## src/rtl/param_systolic_matmul.sv

```systemverilog
`default_nettype none
// ============================================================================
// Module      : param_systolic_matmul
// Description : NxN output-stationary systolic matrix multiplier. Reads A
//               columns and B rows from two memories with 1-cycle read
//               latency, skews them into the PE grid, then writes the
//               accumulated C matrix out one row per cycle.
// Revision    : 1.0 - initial release
// ============================================================================
module param_systolic_matmul #(
  parameter int N  = 4,
  parameter int DW = 8,
  parameter int AW = 10,
  parameter int OW = 2*DW + $clog2(N)
) (
  input  logic            clk,
  input  logic            reset,
  input  logic            start,
  input  logic            accumulate,
  input  logic [7:0]      k_len,
  input  logic [AW-1:0]   addr_a,
  input  logic [AW-1:0]   addr_b,
  input  logic [AW-1:0]   addr_c,
  input  logic [7:0]      stride_a,
  input  logic [7:0]      stride_b,
  input  logic [7:0]      stride_c,
  input  logic [N-1:0]    row_mask,
  input  logic [N-1:0]    col_mask,
  output logic [AW-1:0]   a_rd_addr,
  input  logic [N*DW-1:0] a_rd_data,
  output logic [AW-1:0]   b_rd_addr,
  input  logic [N*DW-1:0] b_rd_data,
  output logic            c_wr_en,
  output logic [AW-1:0]   c_wr_addr,
  output logic [N*OW-1:0] c_wr_data,
  output logic            busy,
  output logic            done,
  input  logic            clear_done
);

  // Counter must hold K-1 (8 bits) and the 2N-cycle drain.
  localparam int CW = ($clog2(2*N) + 1 > 8) ? $clog2(2*N) + 1 : 8;

  typedef enum logic [1:0] {
    S_IDLE  = 2'd0,
    S_FEED  = 2'd1,
    S_DRAIN = 2'd2,
    S_WRITE = 2'd3
  } state_t;

  state_t          state_q, state_d;
  logic [CW-1:0]   cnt_q, cnt_d;
  logic [7:0]      k_len_q, k_len_d;
  logic [AW-1:0]   a_addr_q, a_addr_d, b_addr_q, b_addr_d, c_addr_q, c_addr_d;
  logic [7:0]      stride_a_q, stride_a_d, stride_b_q, stride_b_d, stride_c_q, stride_c_d;
  logic [N-1:0]    row_mask_q, row_mask_d, col_mask_q, col_mask_d;
  logic            feed_vld_q, feed_vld_d;
  logic            done_q, done_d;

  logic            accept;
  logic            last_feed, last_drain, last_write;

  logic [DW-1:0]   a_lane [N];
  logic [DW-1:0]   b_lane [N];
  logic [DW-1:0]   a_skew [N];
  logic [DW-1:0]   b_skew [N];
  logic [DW-1:0]   a_out  [N][N];
  logic [DW-1:0]   b_out  [N][N];
  logic [OW-1:0]   acc_w  [N][N];

  assign accept     = (state_q == S_IDLE) && start;
  assign last_feed  = (cnt_q == CW'(k_len_q) - CW'(1));
  // Drain covers the memory read latency plus 2N-1 skew/propagation cycles.
  assign last_drain = (cnt_q == CW'(2*N - 1));
  assign last_write = (cnt_q == CW'(N - 1));

  // Sequencer: config latch, address walkers, phase counter and done flag.
  always_comb begin
    state_d    = state_q;
    cnt_d      = cnt_q;
    k_len_d    = k_len_q;
    a_addr_d   = a_addr_q;
    b_addr_d   = b_addr_q;
    c_addr_d   = c_addr_q;
    stride_a_d = stride_a_q;
    stride_b_d = stride_b_q;
    stride_c_d = stride_c_q;
    row_mask_d = row_mask_q;
    col_mask_d = col_mask_q;
    feed_vld_d = (state_q == S_FEED);
    done_d     = done_q;
    case (state_q)
      S_IDLE: begin
        if (start) begin
          k_len_d    = k_len;
          a_addr_d   = addr_a;
          b_addr_d   = addr_b;
          c_addr_d   = addr_c;
          stride_a_d = stride_a;
          stride_b_d = stride_b;
          stride_c_d = stride_c;
          row_mask_d = row_mask;
          col_mask_d = col_mask;
          cnt_d      = '0;
          state_d    = (k_len == 8'd0) ? S_WRITE : S_FEED;
        end
      end
      S_FEED: begin
        a_addr_d = a_addr_q + AW'(stride_a_q);
        b_addr_d = b_addr_q + AW'(stride_b_q);
        if (last_feed) begin
          state_d = S_DRAIN;
          cnt_d   = '0;
        end else begin
          cnt_d   = cnt_q + CW'(1);
        end
      end
      S_DRAIN: begin
        if (last_drain) begin
          state_d = S_WRITE;
          cnt_d   = '0;
        end else begin
          cnt_d   = cnt_q + CW'(1);
        end
      end
      S_WRITE: begin
        c_addr_d = c_addr_q + AW'(stride_c_q);
        if (last_write) begin
          state_d = S_IDLE;
          cnt_d   = '0;
        end else begin
          cnt_d   = cnt_q + CW'(1);
        end
      end
      default: state_d = S_IDLE;
    endcase
    // Completion has priority over a simultaneous clear.
    if (clear_done || accept) done_d = 1'b0;
    if ((state_q == S_WRITE) && last_write) done_d = 1'b1;
  end

  // Sequencer state register.
  always_ff @(posedge clk or posedge reset) begin
    if (reset) begin
      state_q    <= S_IDLE;
      cnt_q      <= '0;
      k_len_q    <= '0;
      a_addr_q   <= '0;
      b_addr_q   <= '0;
      c_addr_q   <= '0;
      stride_a_q <= '0;
      stride_b_q <= '0;
      stride_c_q <= '0;
      row_mask_q <= '0;
      col_mask_q <= '0;
      feed_vld_q <= 1'b0;
      done_q     <= 1'b0;
    end else begin
      state_q    <= state_d;
      cnt_q      <= cnt_d;
      k_len_q    <= k_len_d;
      a_addr_q   <= a_addr_d;
      b_addr_q   <= b_addr_d;
      c_addr_q   <= c_addr_d;
      stride_a_q <= stride_a_d;
      stride_b_q <= stride_b_d;
      stride_c_q <= stride_c_d;
      row_mask_q <= row_mask_d;
      col_mask_q <= col_mask_d;
      feed_vld_q <= feed_vld_d;
      done_q     <= done_d;
    end
  end

  assign busy      = (state_q != S_IDLE);
  assign done      = done_q;
  assign a_rd_addr = (state_q == S_FEED) ? a_addr_q : '0;
  assign b_rd_addr = (state_q == S_FEED) ? b_addr_q : '0;

  // Lane gating: only data returned for a FEED address enters the array.
  always_comb begin
    for (int i = 0; i < N; i++) begin
      a_lane[i] = (feed_vld_q && row_mask_q[i]) ? a_rd_data[i*DW +: DW] : '0;
      b_lane[i] = (feed_vld_q && col_mask_q[i]) ? b_rd_data[i*DW +: DW] : '0;
    end
  end

  for (genvar i = 0; i < N; i++) begin : g_skew
    if (i == 0) begin : g_direct
      assign a_skew[i] = a_lane[i];
      assign b_skew[i] = b_lane[i];
    end else begin : g_delay
      logic [DW-1:0] a_sr_q [i];
      logic [DW-1:0] a_sr_d [i];
      logic [DW-1:0] b_sr_q [i];
      logic [DW-1:0] b_sr_d [i];
      // Lane i is delayed i cycles so operands meet on the anti-diagonal.
      always_comb begin
        a_sr_d[0] = a_lane[i];
        b_sr_d[0] = b_lane[i];
        for (int s = 1; s < i; s++) begin
          a_sr_d[s] = a_sr_q[s-1];
          b_sr_d[s] = b_sr_q[s-1];
        end
      end
      // Skew shift-register storage.
      always_ff @(posedge clk or posedge reset) begin
        if (reset) begin
          for (int s = 0; s < i; s++) begin
            a_sr_q[s] <= '0;
            b_sr_q[s] <= '0;
          end
        end else begin
          for (int s = 0; s < i; s++) begin
            a_sr_q[s] <= a_sr_d[s];
            b_sr_q[s] <= b_sr_d[s];
          end
        end
      end
      assign a_skew[i] = a_sr_q[i-1];
      assign b_skew[i] = b_sr_q[i-1];
    end
  end

  for (genvar i = 0; i < N; i++) begin : g_row
    for (genvar j = 0; j < N; j++) begin : g_col
      logic [DW-1:0]   a_in, b_in, pe_a_q, pe_a_d, pe_b_q, pe_b_d;
      logic [OW-1:0]   acc_q, acc_d;
      logic [2*DW-1:0] prod;

      if (j == 0) begin : g_a_edge
        assign a_in = a_skew[i];
      end else begin : g_a_int
        assign a_in = a_out[i][j-1];
      end
      if (i == 0) begin : g_b_edge
        assign b_in = b_skew[j];
      end else begin : g_b_int
        assign b_in = b_out[i-1][j];
      end

      assign prod = (2*DW)'(a_in) * (2*DW)'(b_in);

      // PE: forward operands, clear on a fresh start, accumulate while busy.
      always_comb begin
        pe_a_d = a_in;
        pe_b_d = b_in;
        acc_d  = acc_q;
        if (accept && !accumulate) begin
          acc_d = '0;
        end else if (state_q != S_IDLE) begin
          acc_d = acc_q + OW'(prod);
        end
      end

      // PE operand and accumulator registers.
      always_ff @(posedge clk or posedge reset) begin
        if (reset) begin
          pe_a_q <= '0;
          pe_b_q <= '0;
          acc_q  <= '0;
        end else begin
          pe_a_q <= pe_a_d;
          pe_b_q <= pe_b_d;
          acc_q  <= acc_d;
        end
      end

      assign a_out[i][j] = pe_a_q;
      assign b_out[i][j] = pe_b_q;
      assign acc_w[i][j] = acc_q;
    end
  end

  // Result write port: row cnt_q of the accumulators during WRITE.
  always_comb begin
    c_wr_en   = 1'b0;
    c_wr_addr = '0;
    c_wr_data = '0;
    if (state_q == S_WRITE) begin
      c_wr_addr = c_addr_q;
      for (int r = 0; r < N; r++) begin
        if (cnt_q == CW'(r)) begin
          c_wr_en = row_mask_q[r];
          for (int j = 0; j < N; j++) begin
            c_wr_data[j*OW +: OW] = acc_w[r][j];
          end
        end
      end
    end
  end

endmodule
`default_nettype wire
```

## config.mk

```make
export PLATFORM = sky130hd
export DESIGN_NAME = param_systolic_matmul
export DESIGN_NICKNAME = d
export VERILOG_FILES = /design/src/rtl/param_systolic_matmul.sv
export SDC_FILE = /design/constraint.sdc
export NUM_CORES = 2
export LEC_CHECK = 0
export ABC_AREA = 1
export CAP_MARGIN = 20
export CORE_MARGIN = 1
export CORE_UTILIZATION = 25
export CTS_CLUSTER_SIZE = 24
export DETAILED_ROUTE_END_ITERATION = 10
export GPL_TIMING_DRIVEN = 0
export HOLD_SLACK_MARGIN = 0.02
export SYNTH_ARGS = -nofsm -noshare
export SYNTH_HDL_FRONTEND = slang
export SYNTH_SLANG_ARGS = --single-unit
```

## constraint.sdc

```tcl
create_clock -name clk -period 27.1 [get_ports clk]
set_input_delay 6.775 -clock clk [delete_from_list [all_inputs] [get_ports clk]]
set_output_delay 6.775 -clock clk [all_outputs]
set_load 0.005 [all_outputs]
```

* Yosys cells after proc, flatten, opt, wreduce, memory -nomap -nowiden
Index checks and enable logic that the tools add are counted.
Storage, ports and cells: register bits after elaboration 658, latch bits 0, RAM bits 0, ROM bits 0, output and inout port bits 105, memories 0
Operators by class: $add $sub $neg 21, multiply operators 16, div/mod/pow operators 0, magnitude comparators 0, equality and inequality tests 12, shifts and indexed selects 0, multiplexer cells 72, bitwise gates (word level) 0, reductions and logical operators 25
Operators by type and width (count):
- 18-bit two-way mux | 32
- 72-bit two-way mux | 5
- 18-bit by 16-bit adder with 18-bit output | 16
- 8-bit by 8-bit multiplier with 16-bit output | 16
- 8-bit two-way mux | 12
- 10-bit two-way mux | 6
- 10-bit case mux with 2 select lines | 3
- 8-bit case mux with 4 select lines | 1
- 10-bit by 8-bit adder with 10-bit output | 3
- 8-bit by 2-bit equality test with 1-bit output (second input constant) | 2
- 8-bit logical NOT | 2
- 1-bit logical AND | 11
- 2-bit two-way mux | 5
- 2-bit nonzero test | 5
- 8-bit by 1-bit adder with 8-bit output (second input constant) | 1
- 8-bit by 1-bit equality test with 1-bit output (second input constant) | 1
- 8-bit by 3-bit equality test with 1-bit output (second input constant) | 1
- 8-bit equality test | 1
- 2-bit case mux with 4 select lines | 1
- 8-bit by 1-bit subtractor with 8-bit output (second input constant) | 1
- 1-bit two-way mux | 7
- 2-bit inequality test (second input constant) | 3
- 2-bit AND reduction | 3
- 2-bit equality test (second input constant) | 2
- other kinds (6) | 6

* Logic depth before layout (Yosys ltp)
word-level depth 6, mapped depth 24

* Least setup slack after synthesis
Ideal clock, no wire load.
kind in2reg, start input port a_rd_data[6], end register g_row[0].g_col[0].acc_q[17], library setup time 0.118 ns, arrival 10.411 ns, required time 26.982 ns, path slack 16.571 ns, cell stages on the path 20, buffers on the path 0, cell sequence nand2_1 > inv_1 > nand2_1 > fa_1 > inv_1 > fa_1 > inv_1 > fa_1 > fa_1 > inv_1 > ha_1 > a21oi_1 > o21ai_0 > nand2_1 > nand2_1 > nand3_1 > nand2_1 > or2_2 > nand3_1 > nand2_1
RTL lines:
- start: declaration | line 30 | input logic [N*DW-1:0] a_rd_data,
- end signal: assignment | line 261 | acc_q <= '0;
- end signal: assignment | line 265 | acc_q <= acc_d;
- end: declaration | line 228 | logic [OW-1:0] acc_q, acc_d;

* Final worst setup path
start register cnt_q[1], end output port c_wr_data[40]
On the way: longest elaborated chain between the ends 6, elaborated cells between the ends (all ways) 9, those cells by class eq/ne (3); mux (5); reduce/logical (1)
Ends and longest elaborated chain:
- start: declaration | line 52 | logic [CW-1:0] cnt_q, cnt_d;
- start signal: assignment | line 160 | cnt_q <= cnt_d;
- 8-bit logical NOT | line 283 | if (cnt_q == CW'(r)) begin
- 72-bit two-way mux (3 in series) | line 283
- 72-bit two-way mux * | line 283
- 72-bit two-way mux * | line 280 | if (state_q == S_WRITE) begin
- end: declaration | line 35 | output logic [N*OW-1:0] c_wr_data,
Mark *: on every way between the ends. The rest lies on a longest branch, timed or not.

==> metrics.txt <==
worst flop-to-flop path startpoint feed_vld_q; Synth Net Count 10584; WHS Endpoint g_row[0].g_col[3].b_in[7]; post_cts resized 0; H-tree levels 3; Total Nets Final 10934; switch share 0.489; Cell Pwr Density 68.2 nW/um^2; Vias/cell 4.42; skew final 46.0 ps; Multi-input gate area 42700 sq um; Worst R2R Path Depth 23; Synth top area share 0.235; critical path type flip-flop to output port; DR pass1 iterations 5; row count 193; Final ANT Viol Nets 0; final worst-path setup slack 15400 ps; per-cell routed wire length 18.0 microns; CTS Buffer Depth 3; Register Area 16500 sq um; clock sinks 658; WHS Path Cells 0; Syn Inst Count 8968; I/O pin count 244; max cap viols 0; period utilisation layout 0.432; Die X 531 microns; via count 57873; TritonCTS clock tree done; max incr delay on CP 660 ps; P_int 0.00280 W; TritonCTS Buffers 80; worst reg2reg path endpoint g_row[0].g_col[0].acc_q[17]; Fin. Hold Viols 0; synthesis-stage register bit count 658; R2R setup slack 21530 ps; Peak VDD IR 59.4 uV; grt total ovfl 0; DIE AREA 282000 sq um; first-pass GRT wire length 357000 microns; critical-path cell list inv_1 > ha_1 > buf_1 > nand3_2 > clkbuf_1 > o21ai_0 > nor2_1 > o22ai_1 > clkdlybuf4s50_1; drt drc 0; clk_lat worst skew 740 ps; Clk pwr share 0.222; Post-Layout Cell Count 13097; Syn Area/Cell 7.81 sq um; Die Y 531 microns; setup violators final 0; run status finished, final reports clean; leakage power 45.1 nW; area of the core 277000 sq um; Flop pwr share 0.266; gr usage total 0.169; Highest Clock Rate 85.4 MHz; worst setup slack after placement 15520 ps; layout cells sized above 1 0.0312; Synth cell types 45; Setup Buffers After CTS 0; min-delay src g_skew[3].g_delay.b_sr_d[7]; synth top area cells dfrtp_1, fa_1, inv_1; Hold-fix buffers, CTS 0; Fillers 30039; Worst EP arrival 4930 ps; port bufs 243; hold slack 338 ps; min-delay worst type flip-flop to flip-flop; global placement routability congestion 0.961; Slew Viols, Final 0; area delta synth->final 14.9%; Critical Path Start cnt_q[1]; initial core utilization 0.252; min Tclk post-route 11700 ps; Ys Warns 0; Comb pwr share 0.512; largest area contributor in the netlist dfrtp_1; critical path's slowest cell o22ai_1; Clock transition at path regs 70 ps; initial antenna violation count 26; Critical path buffers and inverters 4; largest net degree at the start of global routing 119; # placed instances 12941; register area share after synthesis 0.235; total wire length 235000 microns; Top Family by Delay on Critical Path buffers and inverters; measured slew at the worst slew-check pin 1310 ps; WP data required 20320 ps; Slew HR 0.130; CP max FO 10; post-synthesis cell area 70000 sq um; Critical Path Sink Type output port; critical path startpoint category flip-flop; RSZ-0062 raised after global routing no; DRT iter0 DRCs 4802; vias in the first global route 57611; switching power 0.00268 W; root buf cell clkbuf_16; hpwl dp 197000 microns
cells in the mapped netlist (all sizes together):
master and count:
buf 83, clkinv 2, dfrtp 658, a21boi 1
o21bai 33, a21oi 385, a31oi 33, nand3b 6
o21a 1, o31ai 1, o211ai 21, nor2 320
or2 21, nand2 2010, o21ai 457, ha 674
nor3 59, nand4 12, xnor2 94, inv 2476
nor4 2, o22ai 138, a22o 2, a22oi 1
a21o 18, nand3 303, xor2 60, fa 803
clkbuf 294
stage by stage:
stage	power, W	util	area, sq um	setup TNS (ps)
3_5_place_dp	0.00423	0.279	77500	0
4_1_cts	0.00547	0.290	80400	0
2_1_floorplan	0.00307	-	70000	0
5_1_grt	0.00584	0.290	80400	0
3_3_place_gp	0.00418	0.278	77100	-5200630
6_report	0.00548	0.290	80400	0
cell type report:
type                    count  share of cell area
clock buffers             104              0.0280
well taps                3705              0.0577
multi-input cells        5455               0.530
diodes                      8            0.000249
repair buffers            268              0.0353
plain buffers             377              0.0197
inverters                2478               0.116
clock inverters            44             0.00797
flip-flops and latches    658               0.205
sequential cells by signal, indices dropped and copies added (netlist names), 24 cells and up:
register and count:
g_row.g_col.pe_a_q 96, g_row.g_col.acc_q 288, g_row.g_col.b_in 24, g_row.g_col.pe_b_q 96, g_skew.g_delay.a_sr_d 24, g_row.g_col.a_in 24, g_skew.g_delay.b_sr_d 24
power by group through the flow:
stage | Combinational (W) | Sequential [W] | Clock, W
after floorplan | 0.00170 | 0.00137 | 0
after global placement | 0.00270 | 0.00147 | 0
after detailed placement | 0.00276 | 0.00147 | 0
after CTS | 0.00278 | 0.00145 | 0.00124
after global routing | 0.00309 | 0.00148 | 0.00128
final | 0.00280 | 0.00146 | 0.00122
worst max-delay path by stage:
stage	cells past startpoint	slack, ps	endpoint
4_1_cts	10	15510	c_wr_data[37]
2_1_floorplan	1	1890	a_addr_q[0]
3_3_place_gp	2	-8020	g_row[1].g_col[3].pe_b_q[4]
6_report	9	15400	c_wr_data[40]
5_1_grt	9	15340	c_wr_data[39]
3_5_place_dp	19	15520	g_row[0].g_col[0].acc_q[17]
metal layers:
layer	GRT usage	vias up	share of wire	wire, microns
li1	-	27372	-	-
met1	0.227	28177	0.44	102000
met2	0.262	1922	0.43	102000
met3	0.0351	368	0.082	19300
met4	0.0703	34	0.048	11300
met5	0	-	0.00097	228
logic make-up (layout without fill, tap and decap cells):
| kind of cell | after synthesis | in the layout | synth area share |
|---|---|---|---|
| fa+ha+maj | 1477 | 1477 | 0.350 |
| flops | 658 | 658 | 0.235 |
| simple gates | 2733 | 2733 | 0.156 |
| buf+inv | 2855 | 3271 | 0.155 |
| compound gates | 1091 | 1091 | 0.0842 |
| xor+xnor | 154 | 154 | 0.0193 |
| other cells | 0 | 8 | 0 |
cell usage in the layout (no fill, tap or decap), types with 82 or more instances in the layout:
cell / instances
nand2_1: 2007
ha_1: 674
nor2_1: 315
clkbuf_16: 82
dfrtp_1: 658
inv_1: 2465
o22ai_1: 137
clkbuf_1: 294
clkdlybuf4s50_1: 243
xnor2_1: 94
fa_1: 803
nand3_1: 300
a21oi_1: 384
o21ai_0: 412
Note: power is estimated with default switching activity, not from simulation.
